### config.mk
export PLATFORM = sky130hd
export DESIGN_NAME = axil_wr_slave_mux_flat
export DESIGN_NICKNAME = d
export VERILOG_FILES = /design/src/rtl/axil_wr_slave_mux_if.sv /design/src/rtl/axil_wr_slave_mux.sv /design/src/flat_wrapper.sv
export SDC_FILE = /design/constraint.sdc
export NUM_CORES = 1
export LEC_CHECK = 0
export ABC_CLOCK_PERIOD_IN_PS = 1800
export CAP_MARGIN = 5
export CORE_AREA = 3 3 149 151
export DETAILED_ROUTE_END_ITERATION = 16
export DIE_AREA = 0 0 152 154
export DONT_BUFFER_PORTS = 1
export PLACE_DENSITY = 0.32
export SLEW_MARGIN = 30
export SYNTH_ARGS = -nofsm -noshare
export SYNTH_HDL_FRONTEND = slang
export SYNTH_SLANG_ARGS = --single-unit
export TNS_END_PERCENT = 100
### constraint.sdc
create_clock -name clk -period 1.8 [get_ports clk]
set_input_delay 0.27 -clock clk [delete_from_list [all_inputs] [get_ports clk]]
set_output_delay 0.27 -clock clk [all_outputs]
set_load 0.005 [all_outputs]
### src/rtl/axil_wr_slave_mux_if.sv
// Write-path bundle around one crossbar slave port: master-facing AW/W/B vectors,
// the slave-facing AW/W/B channel and the arbiter request/grant/ack handshake.
interface axil_wr_slave_mux_if #(
  parameter int N_MST  = 4,
  parameter int ADDR_W = 32,
  parameter int DATA_W = 32
);
  localparam int STRB_W = DATA_W / 8;

  logic [N_MST-1:0]        s_awvalid;
  logic [N_MST*ADDR_W-1:0] s_awaddr;
  logic [N_MST-1:0]        s_awready;
  logic [N_MST-1:0]        s_wvalid;
  logic [N_MST*DATA_W-1:0] s_wdata;
  logic [N_MST*STRB_W-1:0] s_wstrb;
  logic [N_MST-1:0]        s_wready;
  logic [N_MST-1:0]        s_bvalid;
  logic [1:0]              s_bresp;
  logic [N_MST-1:0]        s_bready;

  logic                    m_awvalid;
  logic [ADDR_W-1:0]       m_awaddr;
  logic                    m_awready;
  logic                    m_wvalid;
  logic [DATA_W-1:0]       m_wdata;
  logic [STRB_W-1:0]       m_wstrb;
  logic                    m_wready;
  logic                    m_bvalid;
  logic [1:0]              m_bresp;
  logic                    m_bready;

  logic [N_MST-1:0]        arb_req_o;
  logic [N_MST-1:0]        arb_grant_i;
  logic                    arb_ack_o;

  // The mux itself: a slave towards the masters, forwarding to the real slave.
  modport slave (
    input  s_awvalid, s_awaddr, s_wvalid, s_wdata, s_wstrb, s_bready,
    output s_awready, s_wready, s_bvalid, s_bresp,
    output m_awvalid, m_awaddr, m_wvalid, m_wdata, m_wstrb, m_bready,
    input  m_awready, m_wready, m_bvalid, m_bresp,
    output arb_req_o, arb_ack_o,
    input  arb_grant_i
  );

  // Environment view: the masters, the downstream slave and the arbiter.
  modport master (
    output s_awvalid, s_awaddr, s_wvalid, s_wdata, s_wstrb, s_bready,
    input  s_awready, s_wready, s_bvalid, s_bresp,
    input  m_awvalid, m_awaddr, m_wvalid, m_wdata, m_wstrb, m_bready,
    output m_awready, m_wready, m_bvalid, m_bresp,
    input  arb_req_o, arb_ack_o,
    output arb_grant_i
  );
endinterface

### src/rtl/axil_wr_slave_mux.sv
// AXI4-Lite write-path mux for one crossbar slave port: locks the arbiter's winner
// for a full AW/W/B transaction and acknowledges the arbiter on B completion.
module axil_wr_slave_mux #(
  parameter int N_MST  = 4,
  parameter int ADDR_W = 32,
  parameter int DATA_W = 32
) (
  input  logic                clk,
  input  logic                rst_n,
  axil_wr_slave_mux_if.slave  bus
);
  localparam int STRB_W = DATA_W / 8;
  localparam int IDX_W  = (N_MST > 1) ? $clog2(N_MST) : 1;

  typedef enum logic [1:0] {
    IDLE = 2'd0,
    XFER = 2'd1,
    RESP = 2'd2
  } state_t;

  state_t           state_q, state_d;
  logic [N_MST-1:0] sel_q, sel_d;
  logic             aw_done_q, aw_done_d;
  logic             w_done_q, w_done_d;

  logic [IDX_W-1:0] k;
  logic             aw_act, w_act;
  logic             aw_hs, w_hs, b_hs;

  function automatic logic [IDX_W-1:0] onehot_idx(input logic [N_MST-1:0] oh);
    logic [IDX_W-1:0] idx;
    idx = '0;
    for (int i = 0; i < N_MST; i++) begin
      if (oh[i]) idx = idx | IDX_W'(i);
    end
    return idx;
  endfunction

  assign k      = onehot_idx(sel_q);
  assign aw_act = (state_q == XFER) && !aw_done_q;
  assign w_act  = (state_q == XFER) && !w_done_q;
  assign aw_hs  = aw_act && bus.s_awvalid[k] && bus.m_awready;
  assign w_hs   = w_act && bus.s_wvalid[k] && bus.m_wready;
  assign b_hs   = (state_q == RESP) && bus.m_bvalid && bus.s_bready[k];

  // Channel routing; valids come only from master valids and state.
  always_comb begin
    bus.s_awready = '0;
    bus.s_wready  = '0;
    bus.s_bvalid  = '0;
    bus.s_bresp   = bus.m_bresp;
    bus.m_awvalid = 1'b0;
    bus.m_wvalid  = 1'b0;
    bus.m_bready  = 1'b0;
    bus.m_awaddr  = bus.s_awaddr[int'(k)*ADDR_W +: ADDR_W];
    bus.m_wdata   = bus.s_wdata[int'(k)*DATA_W +: DATA_W];
    bus.m_wstrb   = bus.s_wstrb[int'(k)*STRB_W +: STRB_W];
    bus.arb_req_o = (state_q == IDLE) ? bus.s_awvalid : sel_q;
    bus.arb_ack_o = b_hs;

    if (aw_act) begin
      bus.m_awvalid = bus.s_awvalid[k];
      bus.s_awready = sel_q & {N_MST{bus.m_awready}};
    end
    if (w_act) begin
      bus.m_wvalid = bus.s_wvalid[k];
      bus.s_wready = sel_q & {N_MST{bus.m_wready}};
    end
    if (state_q == RESP) begin
      bus.s_bvalid = sel_q & {N_MST{bus.m_bvalid}};
      bus.m_bready = bus.s_bready[k];
    end
  end

  always_comb begin
    state_d   = state_q;
    sel_d     = sel_q;
    aw_done_d = aw_done_q;
    w_done_d  = w_done_q;
    unique case (state_q)
      IDLE: begin
        // A zero grant with pending requests is an arbiter fault: wait it out.
        if ((|bus.s_awvalid) && (|bus.arb_grant_i)) begin
          sel_d   = bus.arb_grant_i;
          state_d = XFER;
        end
      end
      XFER: begin
        if (aw_hs) aw_done_d = 1'b1;
        if (w_hs)  w_done_d  = 1'b1;
        if (aw_done_d && w_done_d) begin
          state_d   = RESP;
          aw_done_d = 1'b0;
          w_done_d  = 1'b0;
        end
      end
      RESP: begin
        if (b_hs) state_d = IDLE;
      end
      default: state_d = IDLE;
    endcase
  end

  always_ff @(posedge clk or negedge rst_n) begin
    if (!rst_n) begin
      state_q   <= IDLE;
      sel_q     <= '0;
      aw_done_q <= 1'b0;
      w_done_q  <= 1'b0;
    end else begin
      state_q   <= state_d;
      sel_q     <= sel_d;
      aw_done_q <= aw_done_d;
      w_done_q  <= w_done_d;
    end
  end
endmodule

### src/flat_wrapper.sv
// flat-port wrapper written by rule: the top's interface ports become plain ports
module axil_wr_slave_mux_flat 
#(
  parameter int N_MST  = 4,
  parameter int ADDR_W = 32,
  parameter int DATA_W = 32
)
  (clk, rst_n, bus_s_awvalid, bus_s_awaddr, bus_s_wvalid, bus_s_wdata, bus_s_wstrb, bus_s_bready, bus_s_awready, bus_s_wready, bus_s_bvalid, bus_s_bresp, bus_m_awvalid, bus_m_awaddr, bus_m_wvalid, bus_m_wdata, bus_m_wstrb, bus_m_bready, bus_m_awready, bus_m_wready, bus_m_bvalid, bus_m_bresp, bus_arb_req_o, bus_arb_ack_o, bus_arb_grant_i);
  axil_wr_slave_mux_if #(.N_MST(N_MST), .ADDR_W(ADDR_W), .DATA_W(DATA_W)) bus_i ();
  input  logic clk;
  input  logic rst_n;
  input wire logic [$bits(bus_i.s_awvalid)-1:0] bus_s_awvalid;
  input wire logic [$bits(bus_i.s_awaddr)-1:0] bus_s_awaddr;
  input wire logic [$bits(bus_i.s_wvalid)-1:0] bus_s_wvalid;
  input wire logic [$bits(bus_i.s_wdata)-1:0] bus_s_wdata;
  input wire logic [$bits(bus_i.s_wstrb)-1:0] bus_s_wstrb;
  input wire logic [$bits(bus_i.s_bready)-1:0] bus_s_bready;
  output wire logic [$bits(bus_i.s_awready)-1:0] bus_s_awready;
  output wire logic [$bits(bus_i.s_wready)-1:0] bus_s_wready;
  output wire logic [$bits(bus_i.s_bvalid)-1:0] bus_s_bvalid;
  output wire logic [$bits(bus_i.s_bresp)-1:0] bus_s_bresp;
  output wire logic [$bits(bus_i.m_awvalid)-1:0] bus_m_awvalid;
  output wire logic [$bits(bus_i.m_awaddr)-1:0] bus_m_awaddr;
  output wire logic [$bits(bus_i.m_wvalid)-1:0] bus_m_wvalid;
  output wire logic [$bits(bus_i.m_wdata)-1:0] bus_m_wdata;
  output wire logic [$bits(bus_i.m_wstrb)-1:0] bus_m_wstrb;
  output wire logic [$bits(bus_i.m_bready)-1:0] bus_m_bready;
  input wire logic [$bits(bus_i.m_awready)-1:0] bus_m_awready;
  input wire logic [$bits(bus_i.m_wready)-1:0] bus_m_wready;
  input wire logic [$bits(bus_i.m_bvalid)-1:0] bus_m_bvalid;
  input wire logic [$bits(bus_i.m_bresp)-1:0] bus_m_bresp;
  output wire logic [$bits(bus_i.arb_req_o)-1:0] bus_arb_req_o;
  output wire logic [$bits(bus_i.arb_ack_o)-1:0] bus_arb_ack_o;
  input wire logic [$bits(bus_i.arb_grant_i)-1:0] bus_arb_grant_i;
  assign bus_i.s_awvalid = bus_s_awvalid;
  assign bus_i.s_awaddr = bus_s_awaddr;
  assign bus_i.s_wvalid = bus_s_wvalid;
  assign bus_i.s_wdata = bus_s_wdata;
  assign bus_i.s_wstrb = bus_s_wstrb;
  assign bus_i.s_bready = bus_s_bready;
  assign bus_s_awready = bus_i.s_awready;
  assign bus_s_wready = bus_i.s_wready;
  assign bus_s_bvalid = bus_i.s_bvalid;
  assign bus_s_bresp = bus_i.s_bresp;
  assign bus_m_awvalid = bus_i.m_awvalid;
  assign bus_m_awaddr = bus_i.m_awaddr;
  assign bus_m_wvalid = bus_i.m_wvalid;
  assign bus_m_wdata = bus_i.m_wdata;
  assign bus_m_wstrb = bus_i.m_wstrb;
  assign bus_m_bready = bus_i.m_bready;
  assign bus_i.m_awready = bus_m_awready;
  assign bus_i.m_wready = bus_m_wready;
  assign bus_i.m_bvalid = bus_m_bvalid;
  assign bus_i.m_bresp = bus_m_bresp;
  assign bus_arb_req_o = bus_i.arb_req_o;
  assign bus_arb_ack_o = bus_i.arb_ack_o;
  assign bus_i.arb_grant_i = bus_arb_grant_i;
  axil_wr_slave_mux #(.N_MST(N_MST), .ADDR_W(ADDR_W), .DATA_W(DATA_W)) u_core (.clk(clk), .rst_n(rst_n), .bus(bus_i));
endmodule
==> summary.md <==
| Metric | Value |
|---|---|
| Status | `finished, violations left` |
| Failing checks | `negative setup slack` |
| Synth area leaders | `nand2_1 20%, a211oi_1 18%, nor2b_1 16%, a31oi_1 15%, dfrtp_1 7.2%` |
| Worst Hold Depth | `2` |
| TritonCTS buffer count | `3` |
| Max-cap violations | `0` |
| Placer Congestion | `0.9328` |
| Setup Viol. Count Final | `69` |
| P_leak | `roughly 0.0018 µW` |
| Starting Density | `13.18%` |
| Die Ht | `154 µm` |
| Site row count | `53` |
| Hold Crit Class | `input pin to flop` |
| Clock Power Share | `3.2%` |
| Vias in the first global route | `3876` |
| YS warnings | `0` |
| Switching part of the total | `52.89%` |
| Pwr dens | `2247 nW/µm²` |
| Synth Register Bits | `8` |
| Initial antenna violation count | `3` |
| Post-route ant nets | `0` |
| Slew Limit Headroom | `70.87%` |
| All-Layer GR Usage | `about 12%` |
| Nets@finish | `800` |
| VDD IR max | `1.220 mV` |
| Minimum clock period | `1.964 ns` |
| H-tree depth | `1` |
| Area share of the largest cell type after synthesis | `19.70%` |
| Asr flop ratio synth | `100.0%` |
| Die area | `23410 µm²` |
| Fraction of layout cells with a size suffix above 1 | `51.98%` |
| Worst-path fanout max | `8` |
| Worst Max-Slew Pin Slew | `0.4354 ns` |
| CTS clk-pin slew, worst paths | `0.04 ns` |
| Synth Cell Area | `2763 µm²` |
| Worst endpoint required time | `1.53 ns` |
| CP Capture Type | `output pin` |
| Top_reg_cell synth | `dfrtp_1` |
| Core area | `roughly 21000 µm²` |
| Seq pwr share | `about 3.4%` |
| Psw | `6347 µW` |
| Worst-Skew Late Latency | `0.23 ns` |
| Global-route wire length before repair | `22980 µm` |
| Critical path class | `flop to output pin` |
| Worst setup SP type | `flop` |
| Worst reg2reg path depth | `5` |
| Final Hold Fails | `0` |
| Fin. max-slew vios | `0` |
| Overflow after GRT | `0` |
| HPWL after DPL | `12050 µm` |
| Yosys top cell by area | `nand2_1` |
| Pre-Repair DR Iteration Count | `7` |
| Library cells used by synthesis | `36` |
| Post-route setup TNS | `-5.802 ns` |
| Final setup margin | `-0.1643 ns` |
| Vias | `4093` |
| Hold Crit Start | `bus_arb_grant_i[2]` |
| Post-Syn Nets | `767` |
| Tcrit/Tclk final | `109.1%` |
| Setup crit start | `u_core.sel_q[3]` |
| IO Count | `385` |
| Post-synth EDFFs | `0` |
| CP arrival | `~1.7 ns` |
| Clock Sinks | `8` |
| R2R Setup Slk | `0.01 ns` |
| RSZ-0062 raised after global routing | `true` |
| Remaining DRCs | `0` |
| Post-synthesis instance total | `472` |
| Per-cell routed wire length | `roughly 26 µm` |
| Final WL | `20110 µm` |
| Largest net degree at the start of global routing | `60` |
| Cell internal pwr | `between 5000 and 6000 µW` |
| DR iter-0 viols | `approximately 440` |
| Final design utilization | `25.48%` |
| Synth Area per Inst | `5.853 µm²` |
| Fmax | `509.1 MHz` |
| Drt via density | `5.241` |
| Hold_ws | `between 0.15 and 0.2 ns` |
| Comb pwr share | `slightly above 90%` |
| Place WS | `-0.1608 ns` |
| CTS tree | `yes` |
| Clk root buf | `clkbuf_16` |
| Sequential share of the synthesized area | `under 10%` |
| IO Port Bufs | `0` |
| Post-route clock skew | `between 0.003 and 0.004 ns` |
| Max clock buf depth | `2` |
| Area added between synthesis and finish | `93.30%` |
| Critical R2R Launch | `u_core.sel_q[1]` |
| Die Width | `152 µm` |
==> cells in the mapped netlist (all sizes together), types with 2 or more instances <==
library cell and instances:
nand2 145, nor2b 69, a211oi 68, a31oi 68
clkbuf 28, buf 22, nor2 12, and2 8
dfrtp 8, mux2 6, and3 4, inv 4
nor4 4, o21ai 4, nand2b 3, o22ai 2
or2 2
==> power groups by stage <==
stage / clock [µW] / combinational [µW] / sequential [µW]
2_1_floorplan: 0 / 3960 / 324
3_3_place_gp: 0 / 5710 / 415
3_5_place_dp: 0 / 5810 / 418
4_1_cts: 388 / 7770 / 400
5_1_grt: 397 / 11800 / 422
6_report: 383 / 11200 / 406
==> registers in the layout (all words and copies together) (netlist names) <==
name	flops
u_core.w_done_q	1
u_core.aw_done_q	1
u_core.sel_q	4
u_core.state_q	2
==> worst max-delay path: stages (launching register included) <==
cell,delay [ns]
dfrtp_1,0.39
or2_4,0.31
buf_16,0.18
buf_6,0.12
a211oi_4,0.27
a31oi_4,0.05
buf_6,0.12
==> placed cells by master (no fill, tap or decap), drive strengths merged <==
cell type / netlist / final
a21o: 1 / 1
buf: 22 / 67
nor2: 12 / 12
nor2b: 69 / 69
or3b: 1 / 1
a41oi: 1 / 1
nand4: 1 / 1
clkbuf: 28 / 13
a221o: 1 / 1
nand2b: 3 / 3
o22ai: 2 / 2
mux2: 6 / 6
a41o: 1 / 1
nand2: 145 / 145
dlygate4sd3: 0 / 1
mux2i: 1 / 1
a211oi: 68 / 68
bufbuf: 0 / 1
a31oi: 68 / 68
o32ai: 1 / 1
o21ai: 4 / 4
dfrtp: 8 / 8
nor3: 1 / 1
and2: 8 / 8
o211ai: 1 / 1
nor3b: 1 / 1
and4: 1 / 1
o31a: 1 / 1
a222oi: 1 / 1
inv: 4 / 4
diode: 0 / 2
and3: 4 / 4
or2: 2 / 2
o22a: 1 / 1
nor4: 4 / 4
==> worst paths after layout <==
check                                    end
max in group asynchronous    u_core.sel_q[1]
max                           bus_m_wstrb[0]
max reg2reg                u_core.state_q[0]
min in group asynchronous    u_core.sel_q[0]
min                          u_core.sel_q[2]
min reg2reg                  u_core.sel_q[0]
==> routing by layer <==
metal | wire length, µm | up-vias | global-route usage (%)
li1 | - | 1752 | -
met3 | 1683 | 39 | 2.927
met5 | 13 | - | 0
met2 | 9883 | 304 | 21.95
met4 | 593 | 2 | 3.724
met1 | 7937 | 1996 | 14.56
==> final cells by class <==
type	count	area, µm²
fill	2226	15620
sequential	8	203.9
multi-input combinational	410	3540
inverter	4	15.01
tap	275	344.1
clock buffer	4	78.83
timing repair buffer	78	1154
antenna	2	5.005
==> cells by family (layout without fill, tap and decap cells) <==
group	after synthesis	in the layout	share of synthesized area [%]
flip-flops	8	8	7.246
multiplexers	7	7	2.808
other	0	2	0
buffers and inverters	54	86	8.469
AND/OR/NAND/NOR	252	252	43.25
AO/OA/AOI/OAI	151	151	38.23
==> what timing repair did <==
item | in CTS | in global routing
setup buffers | 10 | 15
endpoints found under the setup margin | 76 | 80
cloned | 5 | 13
gates resized for setup | 100 | 174
hold buffers | 1 | 0
pin swaps | 21 | 48
endpoints found under the hold margin | 8 | 0
==> per-stage QoR <==
stage | cells | instance area (µm²) | power, µW
2_1_floorplan | 472 | 2763 | 4289
3_3_place_gp | 731 | 3257 | 6127
3_5_place_dp | 731 | 3257 | 6228
4_1_cts | 751 | 4060 | 8561
5_1_grt | 781 | 5340 | 12660
6_report | 781 | 5340 | 12000
No activity file was read; power rests on OpenSTA's default activity.
